$ cat src/rtl/mmu_inst_utlb.sv
// Instruction MMU: kseg0/1 direct map, other segments via a fully-associative uTLB refilled from the JTLB.
// Latency: hits and unmapped fetches translate combinationally; a uTLB miss costs JTLB latency + 1 cycle.
// Backpressure: stallreq holds fetch during refill or flush-drop; jtlb_req is held until jtlb_ack. Option: UTLB_PERF_CNT_EN adds miss/stall counters.
module mmu_inst_utlb #(
    parameter int ENTRIES = 4,
    parameter int ASID_W  = 8,
    parameter int PFN_W   = 20
) (
    input  logic              clk,
    input  logic              resetn,
    input  logic              i_en,
    input  logic [31:0]       i_vaddr,
    input  logic [ASID_W-1:0] asid,
    output logic [31:0]       i_rdata,
    output logic              ibus_en,
    output logic [31:0]       ibus_paddr,
    output logic              ibus_cached,
    input  logic [31:0]       ibus_rdata,
    output logic              stallreq,
    output logic              exc_refill,
    output logic              exc_invalid,
    input  logic              utlb_flush,
    output logic              jtlb_req,
    output logic [19:0]       jtlb_vpn,
    output logic [ASID_W-1:0] jtlb_asid,
    input  logic              jtlb_ack,
    input  logic              jtlb_hit,
    input  logic [PFN_W-1:0]  jtlb_pfn,
    input  logic [2:0]        jtlb_c,
    input  logic              jtlb_v,
    input  logic              jtlb_g
`ifdef UTLB_PERF_CNT_EN
    ,
    output logic [31:0]       utlb_miss_cnt,
    output logic [31:0]       utlb_stall_cnt
`endif
);

    localparam int IW = $clog2(ENTRIES);

    localparam logic [1:0] S_IDLE = 2'd0;
    localparam logic [1:0] S_REQ  = 2'd1;
    localparam logic [1:0] S_DROP = 2'd2;

    logic [1:0]        state;
    logic [IW-1:0]     rr_ptr;

    // uTLB storage; only the valid bits need a reset value
    logic [ENTRIES-1:0] ent_valid;
    logic [19:0]        ent_vpn  [ENTRIES];
    logic [ASID_W-1:0]  ent_asid [ENTRIES];
    logic               ent_g    [ENTRIES];
    logic [PFN_W-1:0]   ent_pfn  [ENTRIES];
    logic [2:0]         ent_c    [ENTRIES];
    logic               ent_v    [ENTRIES];

    logic               fault_valid;
    logic [19:0]        fault_vpn;
    logic [ASID_W-1:0]  fault_asid;

    logic [19:0]        vpn;
    logic               mapped;
    logic               hit;
    logic [PFN_W-1:0]   hit_pfn;
    logic [2:0]         hit_c;
    logic               hit_v;
    logic               fault_match;
    logic               lookup_miss;
    logic               go_req;
    logic               fill;
    logic               fault_set;

    assign vpn    = i_vaddr[31:12];
    // 0x8..0xB in the top nibble is exactly vaddr[31:30] == 2'b10
    assign mapped = (i_vaddr[31:30] != 2'b10);

    // Fully-associative lookup; the first matching entry wins (a second match would be a fill bug)
    always_comb begin
        hit     = 1'b0;
        hit_pfn = '0;
        hit_c   = '0;
        hit_v   = 1'b0;
        for (int i = 0; i < ENTRIES; i++) begin
            if (!hit && ent_valid[i] && (ent_vpn[i] == vpn) && (ent_g[i] || (ent_asid[i] == asid))) begin
                hit     = 1'b1;
                hit_pfn = ent_pfn[i];
                hit_c   = ent_c[i];
                hit_v   = ent_v[i];
            end
        end
    end

    assign fault_match = fault_valid && (fault_vpn == vpn) && (fault_asid == asid);
    assign lookup_miss = i_en && mapped && !hit && !fault_match;

    // A miss seen together with a flush is postponed one cycle so it looks up the flushed uTLB
    assign go_req    = (state == S_IDLE) && lookup_miss && !utlb_flush;
    assign fill      = (state == S_REQ) && jtlb_ack && jtlb_hit && !utlb_flush;
    assign fault_set = (state == S_REQ) && jtlb_ack && !jtlb_hit && !utlb_flush;

    assign exc_refill  = i_en && mapped && !hit && fault_match;
    assign exc_invalid = i_en && mapped && hit && !hit_v;
    assign stallreq    = (state != S_IDLE) || lookup_miss;
    assign jtlb_req    = (state == S_REQ);

    assign ibus_en = i_en && !stallreq && !exc_refill && !exc_invalid;
    assign i_rdata = ibus_en ? ibus_rdata : 32'd0;

    // Address and cacheability: segment map for kseg0/1, uTLB entry otherwise
    always_comb begin
        if (mapped) begin
            ibus_paddr  = 32'({hit_pfn, i_vaddr[11:0]});
            ibus_cached = (hit_c != 3'd2);
        end else begin
            ibus_paddr  = {3'b000, i_vaddr[28:0]};
            ibus_cached = !i_vaddr[29];
        end
    end

    // Refill FSM: IDLE -> REQ on miss; a flush in REQ without ack goes to DROP to swallow the stale ack
    always_ff @(posedge clk or negedge resetn) begin
        if (!resetn) begin
            state     <= S_IDLE;
            jtlb_vpn  <= '0;
            jtlb_asid <= '0;
        end else begin
            case (state)
                S_IDLE: begin
                    if (go_req) begin
                        state     <= S_REQ;
                        jtlb_vpn  <= vpn;
                        jtlb_asid <= asid;
                    end
                end
                S_REQ: begin
                    if (jtlb_ack)        state <= S_IDLE;
                    else if (utlb_flush) state <= S_DROP;
                end
                S_DROP: begin
                    if (jtlb_ack) state <= S_IDLE;
                end
                default: state <= S_IDLE;
            endcase
        end
    end

    // Valid bits and round-robin victim pointer; flush clears validity but keeps the pointer
    always_ff @(posedge clk or negedge resetn) begin
        if (!resetn) begin
            ent_valid <= '0;
            rr_ptr    <= '0;
        end else if (utlb_flush) begin
            ent_valid <= '0;
        end else if (fill) begin
            ent_valid[rr_ptr] <= 1'b1;
            rr_ptr            <= rr_ptr + IW'(1);
        end
    end

    // Entry payload written at the victim slot on a successful refill
    always_ff @(posedge clk) begin
        if (fill) begin
            ent_vpn[rr_ptr]  <= jtlb_vpn;
            ent_asid[rr_ptr] <= jtlb_asid;
            ent_g[rr_ptr]    <= jtlb_g;
            ent_pfn[rr_ptr]  <= jtlb_pfn;
            ent_c[rr_ptr]    <= jtlb_c;
            ent_v[rr_ptr]    <= jtlb_v;
        end
    end

    // Remembered JTLB miss so a held fetch raises a refill exception instead of re-requesting forever
    always_ff @(posedge clk or negedge resetn) begin
        if (!resetn) begin
            fault_valid <= 1'b0;
            fault_vpn   <= '0;
            fault_asid  <= '0;
        end else if (utlb_flush) begin
            fault_valid <= 1'b0;
        end else if (fault_set) begin
            fault_valid <= 1'b1;
            fault_vpn   <= jtlb_vpn;
            fault_asid  <= jtlb_asid;
        end else if (i_en && mapped && !fault_match) begin
            fault_valid <= 1'b0;
        end
    end

`ifdef UTLB_PERF_CNT_EN
    // Saturating miss and stall-cycle counters
    always_ff @(posedge clk or negedge resetn) begin
        if (!resetn) begin
            utlb_miss_cnt  <= 32'd0;
            utlb_stall_cnt <= 32'd0;
        end else begin
            if (go_req && (utlb_miss_cnt != 32'hFFFF_FFFF))
                utlb_miss_cnt <= utlb_miss_cnt + 32'd1;
            if (stallreq && (utlb_stall_cnt != 32'hFFFF_FFFF))
                utlb_stall_cnt <= utlb_stall_cnt + 32'd1;
        end
    end
`endif

endmodule

$ cat config.mk
export PLATFORM = sky130hd
export DESIGN_NAME = mmu_inst_utlb
export DESIGN_NICKNAME = d
export VERILOG_FILES = /design/src/rtl/mmu_inst_utlb.sv
export SDC_FILE = /design/constraint.sdc
export NUM_CORES = 1
export LEC_CHECK = 0
export ABC_CLOCK_PERIOD_IN_PS = 5380
export CAP_MARGIN = 20
export CORE_MARGIN = 4
export CORE_UTILIZATION = 50
export DETAILED_ROUTE_END_ITERATION = 10
export GPL_ROUTABILITY_DRIVEN = 0
export PLACE_DENSITY_LB_ADDON = 0.12
export SLEW_MARGIN = 20
export SYNTH_ARGS = -nofsm -noshare
export SYNTH_HDL_FRONTEND = slang
export SYNTH_SLANG_ARGS = --single-unit
$ cat constraint.sdc
create_clock -name clk -period 5.38 [get_ports clk]
set_clock_uncertainty 0.1 [all_clocks]
set_input_delay 0.538 -clock clk [delete_from_list [all_inputs] [get_ports clk]]
set_output_delay 0.538 -clock clk [all_outputs]
set_load 0.01 [all_outputs]
== Word-level counts from Yosys, hierarchy flattened ==
Memories as Yosys holds them, arrays and structs flattened.
Cells that the tools add are included.
Widths: inputs -> output; s select.

* Memory bits (writable): 212
* Bits in latches: 0
* Bits in registers: 65
* Logic and storage cells: 125
* Output and inout port bits: 98
* Memory bits (read-only): 0
* Memories kept: 6

* $lt $le $gt $ge: 2
* Multipliers: 0
* Eq/ne operators: 17
* Reductions and logical operators: 56
* Shift operators: 0
* Multiplexer cells: 33
* Bitwise gates (word level): 2
* Add/sub/neg operators: 1
* Divide/modulo/power cells: 0

{| class="wikitable"
|+ Memories
! memory !! words !! width !! read ports !! clocked after Yosys merged registers in !! wr ports !! line !! RTL
|-
| ent_pfn || 4 || 20 || 4 || 0 || 1 || 53 || <nowiki>logic [PFN_W-1:0] ent_pfn [ENTRIES];</nowiki>
|-
| ent_vpn || 4 || 20 || 4 || 0 || 1 || 50 || <nowiki>logic [19:0] ent_vpn [ENTRIES];</nowiki>
|-
| ent_asid || 4 || 8 || 4 || 0 || 1 || 51 || <nowiki>logic [ASID_W-1:0] ent_asid [ENTRIES];</nowiki>
|-
| ent_c || 4 || 3 || 4 || 0 || 1 || 54 || <nowiki>logic [2:0] ent_c [ENTRIES];</nowiki>
|-
| ent_g || 4 || 1 || 4 || 0 || 1 || 52 || <nowiki>logic ent_g [ENTRIES];</nowiki>
|-
| ent_v || 4 || 1 || 4 || 0 || 1 || 55 || <nowiki>logic ent_v [ENTRIES];</nowiki>
|}

{| class="wikitable"
|+ Operators by type and width
! cell !! number
|-
| $eq 20x20->1 || 5
|-
| $mux 20 || 4
|-
| $mux 32 || 2
|-
| $eq 8x8->1 || 5
|-
| $logic_and 1x1->1 || 31
|-
| $mux 1 || 15
|-
| $logic_not 1->1 || 12
|-
| $mux 3 || 4
|-
| $mux 2 || 4
|-
| $mux 4 || 2
|-
| $ne 2x2->1 const B || 3
|-
| $ne 3x2->1 const B || 2
|-
| $pmux 2 s3 || 1
|-
| $reduce_and 2->1 || 3
|-
| $logic_or 1x1->1 || 5
|-
| $or 4x4->4 || 1
|-
| $reduce_bool 2->1 || 2
|-
| $lt 2x3->1 const B || 1
|-
| $reduce_and 3->1 || 1
|-
| $reduce_bool 3->1 || 1
|-
| $add 2x1->2 const B || 1
|-
| $demux 1 s2 || 1
|-
| $eq 2x1->1 const B || 1
|-
| $eq 2x2->1 const B || 1
|-
| 3 further kinds || 3
|}

== Depth between registers and ports, before layout ==
* Word-level depth: 28
* Gate-level depth with buffers: 10
* Depth with buffers taken out: 7

== Least setup slack after synthesis ==
No wires, ideal clock.

* Path type: input port to output port
* From: input port i_vaddr[18]
* To: output port ibus_en
* Path buffers: 2
* Stages on the path: 9
* Setup slack: 1,981 ps
* Arrival time: 2,761 ps
* Cell sequence: buf_2 > xor2_1 > nor4_1 > nand4_1 > or4_1 > a311o_1 > a21oi_2 > buf_2 > nor3_1

* Elaborated cells between the ends (all ways): 44

{| class="wikitable"
|+ RTL lines
! element !! line !! RTL
|-
| start: declaration || 12 || <nowiki>input logic [31:0] i_vaddr,</nowiki>
|-
| $eq 20x20->1 || 84 || <nowiki>if (!hit && ent_valid[i] && (ent_vpn[i] == vpn) && (ent_g[i] || (ent_asid[i] == asid))) begin</nowiki>
|-
| $logic_and 1x1->1 (2 in a row) || 84 ||
|-
| $mux 1 || 84 ||
|-
| $logic_not 1->1 || 84 ||
|-
| $logic_and 1x1->1 (3 in a row) || 84 ||
|-
| $mux 1 || 84 ||
|-
| $logic_not 1->1 || 84 ||
|-
| $logic_and 1x1->1 (3 in a row) || 84 ||
|-
| $mux 1 || 84 ||
|-
| $logic_not 1->1 || 84 ||
|-
| $logic_and 1x1->1 (3 in a row) || 84 ||
|-
| $mux 1 || 84 ||
|-
| $logic_and 1x1->1 or $logic_not 1->1 (tied branches) || 102 || <nowiki>assign exc_invalid = i_en && mapped && hit && !hit_v;</nowiki>
|-
| $logic_and 1x1->1 * || 102 ||
|-
| via exc_invalid || 21 || <nowiki>output logic exc_invalid,</nowiki>
|-
| $logic_not 1->1 * || 106 || <nowiki>assign ibus_en = i_en && !stallreq && !exc_refill && !exc_invalid;</nowiki>
|-
| $logic_and 1x1->1 * || 106 ||
|-
| end: declaration || 15 || <nowiki>output logic ibus_en,</nowiki>
|}

The timed path passes the listed nets; every way through them passes the cells marked *.

== Final worst setup path ==
* From: input port i_vaddr[15]
* To: output port i_rdata[20]

* Longest elaborated chain between the ends: 28
* Elaborated cells between the ends (all ways): 45

{| class="wikitable"
|+ Ends and longest elaborated chain
! element !! line !! RTL
|-
| $eq 20x20->1 || 84 ||
|-
| $logic_and 1x1->1 (2 in a row) || 84 ||
|-
| $mux 1 || 84 ||
|-
| $logic_not 1->1 || 84 ||
|-
| $logic_and 1x1->1 (3 in a row) || 84 ||
|-
| $mux 1 || 84 ||
|-
| $logic_not 1->1 || 84 ||
|-
| $logic_and 1x1->1 (3 in a row) || 84 ||
|-
| [... 6 more ...] || - ||
|-
| $logic_not 1->1 || 94, 101 ||
|-
| $logic_and 1x1->1 || 94, 101 ||
|-
| $logic_and 1x1->1 || 94 || <nowiki>assign lookup_miss = i_en && mapped && !hit && !fault_match;</nowiki>
|-
| $logic_or 1x1->1 || 103 || <nowiki>assign stallreq = (state != S_IDLE) || lookup_miss;</nowiki>
|-
| $logic_not 1->1 || 106 ||
|-
| $logic_and 1x1->1 (2 in a row) || 106 ||
|-
| $logic_and 1x1->1 * || 106 ||
|-
| $mux 32 * || 107 || <nowiki>assign i_rdata = ibus_en ? ibus_rdata : 32'd0;</nowiki>
|-
| end: declaration || 14 || <nowiki>output logic [31:0] i_rdata,</nowiki>
|}

Every way passes the cells marked *; elsewhere a longest branch is shown, timed or not.

==> results by group <==
Setup path
  • Maximum fanout along the worst path: 34
  • Reg2reg setup slack: around 1.9 ns
  • Crit end category: primary output
  • CP Data Arrival Time: roughly 4.4 ns
  • Startpoint Class: input pin
  • Worst EP required: roughly 4.7 ns
  • Setup Crit Path Kind: in -> out

STA
  • Setup ws final: around 0.34 ns
  • Worst slew margin: 30.37%
  • Max Slew Vio Count: 0
  • Final hold viol count: 0
  • Final Setup Violations: 0
  • Worst-Margin Slew: ~1.0 ns
  • Unrepaired setup endpoints after global routing: no
  • Fin crit share: between 90% and 100%
  • Max Clk Rate: slightly below 200 MHz
  • Setup total negative slack: 0 ns
  • Minimum clock period: ~5 ns

Routing
  • Routed Antenna Nets: 0
  • Vias per cell: 5.683
  • Routed vias: between 7k and 8k
  • Post-Route WL: 30310 µm
  • DR iter-0 viols: approximately 550
  • DRC violations left: 0
  • WL/cell: around 24 µm
  • DRT Pass-1 Iters: 5

Die
  • Cell Rows: between 50 and 60
  • Die W: approximately 160 µm
  • Full die area: between 20000 and 30000 µm²
  • Starting Density: 50.68%
  • Core area: 23400 µm²
  • Die Y-Extent: roughly 160 µm
  • I/O pin count: around 200

Worst hold path
  • Worst min path class: in -> async

Synth
  • Asr flop ratio synth: between 20% and 30%
  • Post-synth EDFFs: between 200 and 250
  • Yosys warning count: 0
  • Cell count after synthesis: a little under 800
  • Post-Syn Area: between 10000 and 15000 µm²
  • Synth area leaders: edfxtp_1, dfrtp_1, xor2_1
  • Cell taking the most area after synthesis: edfxtp_1
  • Synthesized net count: about 880
  • Synth top area share: 53.67%
  • Mapped Avg Cell Area: roughly 15 µm²
  • Yosys reg bits: between 200 and 300
  • Register area share after synthesis: between 60% and 70%
  • Synth Flop Type: edfxtp_1
  • Post-synthesis cell type count: 45

Clock network
  • Clock transition at path regs: around 0.06 ns
  • CTS Root Cell: clkbuf_16
  • CTS sink cnt: approximately 280
  • Post-CTS sizing: 0
  • Num CTS Buffers: 29
  • CTS H-tree depth: 1
  • # hold bufs at CTS: 0
  • Skew-Pair Late Insertion Delay: between 0.5 and 0.6 ns
  • Post-CTS Setup Bufs: 0
  • Max Root-Sink Buffers: 3
  • TritonCTS clock tree: built

Global route
  • Initial antenna violation count: 0
  • Vias in the first global route: ~7.5k
  • Overflow left after global routing: 0
  • Gr usage total: roughly 23%
  • Global-route wire length before repair: 45490 µm
  • Largest net degree at the start of global routing: 66

Pwr
  • Power Dens Cells: between 300 and 400 nW/µm²
  • Total power: roughly 5.2 mW
  • Peak VDD IR: around 0.22 mV
  • LEAKAGE: between 5 and 6 nW

Cells and area
  • Fin nets: between 1k and 1.5k
  • Area Growth Syn to Fin: 24.26%
  • Post-route insts no fill: 1273
  • Fraction of layout cells with a size suffix above 1: between 10% and 20%
  • Leading cell type in the layout, fill and taps excluded: edfxtp_1
  • Commonest non-fill, non-tap cells in the layout: edfxtp_1, clkdlybuf4s50_1, xor2_1
  • Diode count: 0

Placed design
  • Port buffer count: about 180
  • DP Worst Slack: roughly 0.32 ns
  • Post-detail-place hpwl: 19970 µm
  • Placed instance count: 1223

Status
  • Status: complete, no violations

Job
  • Maxcap violations: 0
[power breakdown]
group | internal (mW) | switching [mW] | total [mW]
clock network | 1.11 | 0.759 | 1.87
logic | 0.378 | 0.302 | 0.680
registers | 2.52 | 0.176 | 2.69
[worst max-delay path, cell delays in order]
cell and delay (ns):
clkdlybuf4s50_1 0.64, xor2_1 0.27, nor4_1 0.58, nand4_1 0.30
or3_1 0.49, mux2_2 0.27, a21oi_2 0.06, buf_4 0.24
nor4b_1 0.38, clkdlybuf4s50_1 0.62
[metrics by stage]
step           hold slack, ns  cell area (µm²)  util [%]
6_report               0.1223            14740     62.98
5_1_grt                0.2077            14740     62.98
4_1_cts                0.1604            14740     62.98
3_5_place_dp           0.3662            13850     59.17
3_3_place_gp           0.3537            13850     59.17
2_1_floorplan          0.1424            11860         -
[kinds of logic after synthesis]
logic type               share of synthesized area [%]
AO/OA/AOI/OAI                                    5.433
XOR/XNOR                                         10.41
adder cells (fa/ha/maj)                         0.4220
buffers and inverters                            3.407
flip-flops                                       67.38
multiplexers                                     6.044
AND/OR/NAND/NOR                                  6.899
[per-layer routing]
layer | wire length [µm] | GRT usage [%] | up-vias
li1 | - | - | 3221
met1 | 12640 | 30.07 | 3681
met2 | 14940 | 39.21 | 279
met3 | 2002 | 4.009 | 54
met4 | 723 | 6.228 | 0
met5 | 0 | 0 | -
[cell type report]
class,count,area (µm²)
repair buffers,199,1942
flip-flops and latches,277,7993
clock inverters,6,50.05
well taps,319,399.1
fillers,1731,8663
multi-input cells,423,3495
inverters,5,18.77
clock buffers,44,842.1
[synth_stat cells, drive strengths merged, types with 5 or more instances]
cell	count
a22oi	17
mux2	57
nand2	10
inv	5
a21oi	5
nand4	12
buf	47
xor2	110
nor2	12
dfrtp	65
edfxtp	212
clkbuf	22
nor4	29
nor4b	32
a221oi	20
xnor2	31
o21ai	42
nor3	8
[worst paths after layout]
kind	depth (start not counted)	endpoint	start
worst max register to register	8	jtlb_vpn[2]$_DFFE_PN0P_	ent_vpn[2][3]$_DFFE_PP_
max in group asynchronous	2	jtlb_asid[3]$_DFFE_PN0P_	resetn
worst min-delay path	2	jtlb_vpn[2]$_DFFE_PN0P_	resetn
min in group clk	1	ent_valid[3]$_DFFE_PN0P_	ent_valid[3]$_DFFE_PN0P_
worst min register to register	1	ent_valid[3]$_DFFE_PN0P_	ent_valid[3]$_DFFE_PN0P_
worst max-delay path	10	i_rdata[20]	i_vaddr[15]
[flip-flops by register name, summed over array words and instances (netlist names)]
signal / cells
ent_asid: 32
fault_valid: 1
ent_v: 4
jtlb_asid: 8
fault_asid: 8
ent_pfn: 80
ent_valid: 4
ent_c: 12
jtlb_vpn: 20
rr_ptr: 2
state: 2
fault_vpn: 20
ent_vpn: 80
ent_g: 4
Power figures use the tool's default switching activity.
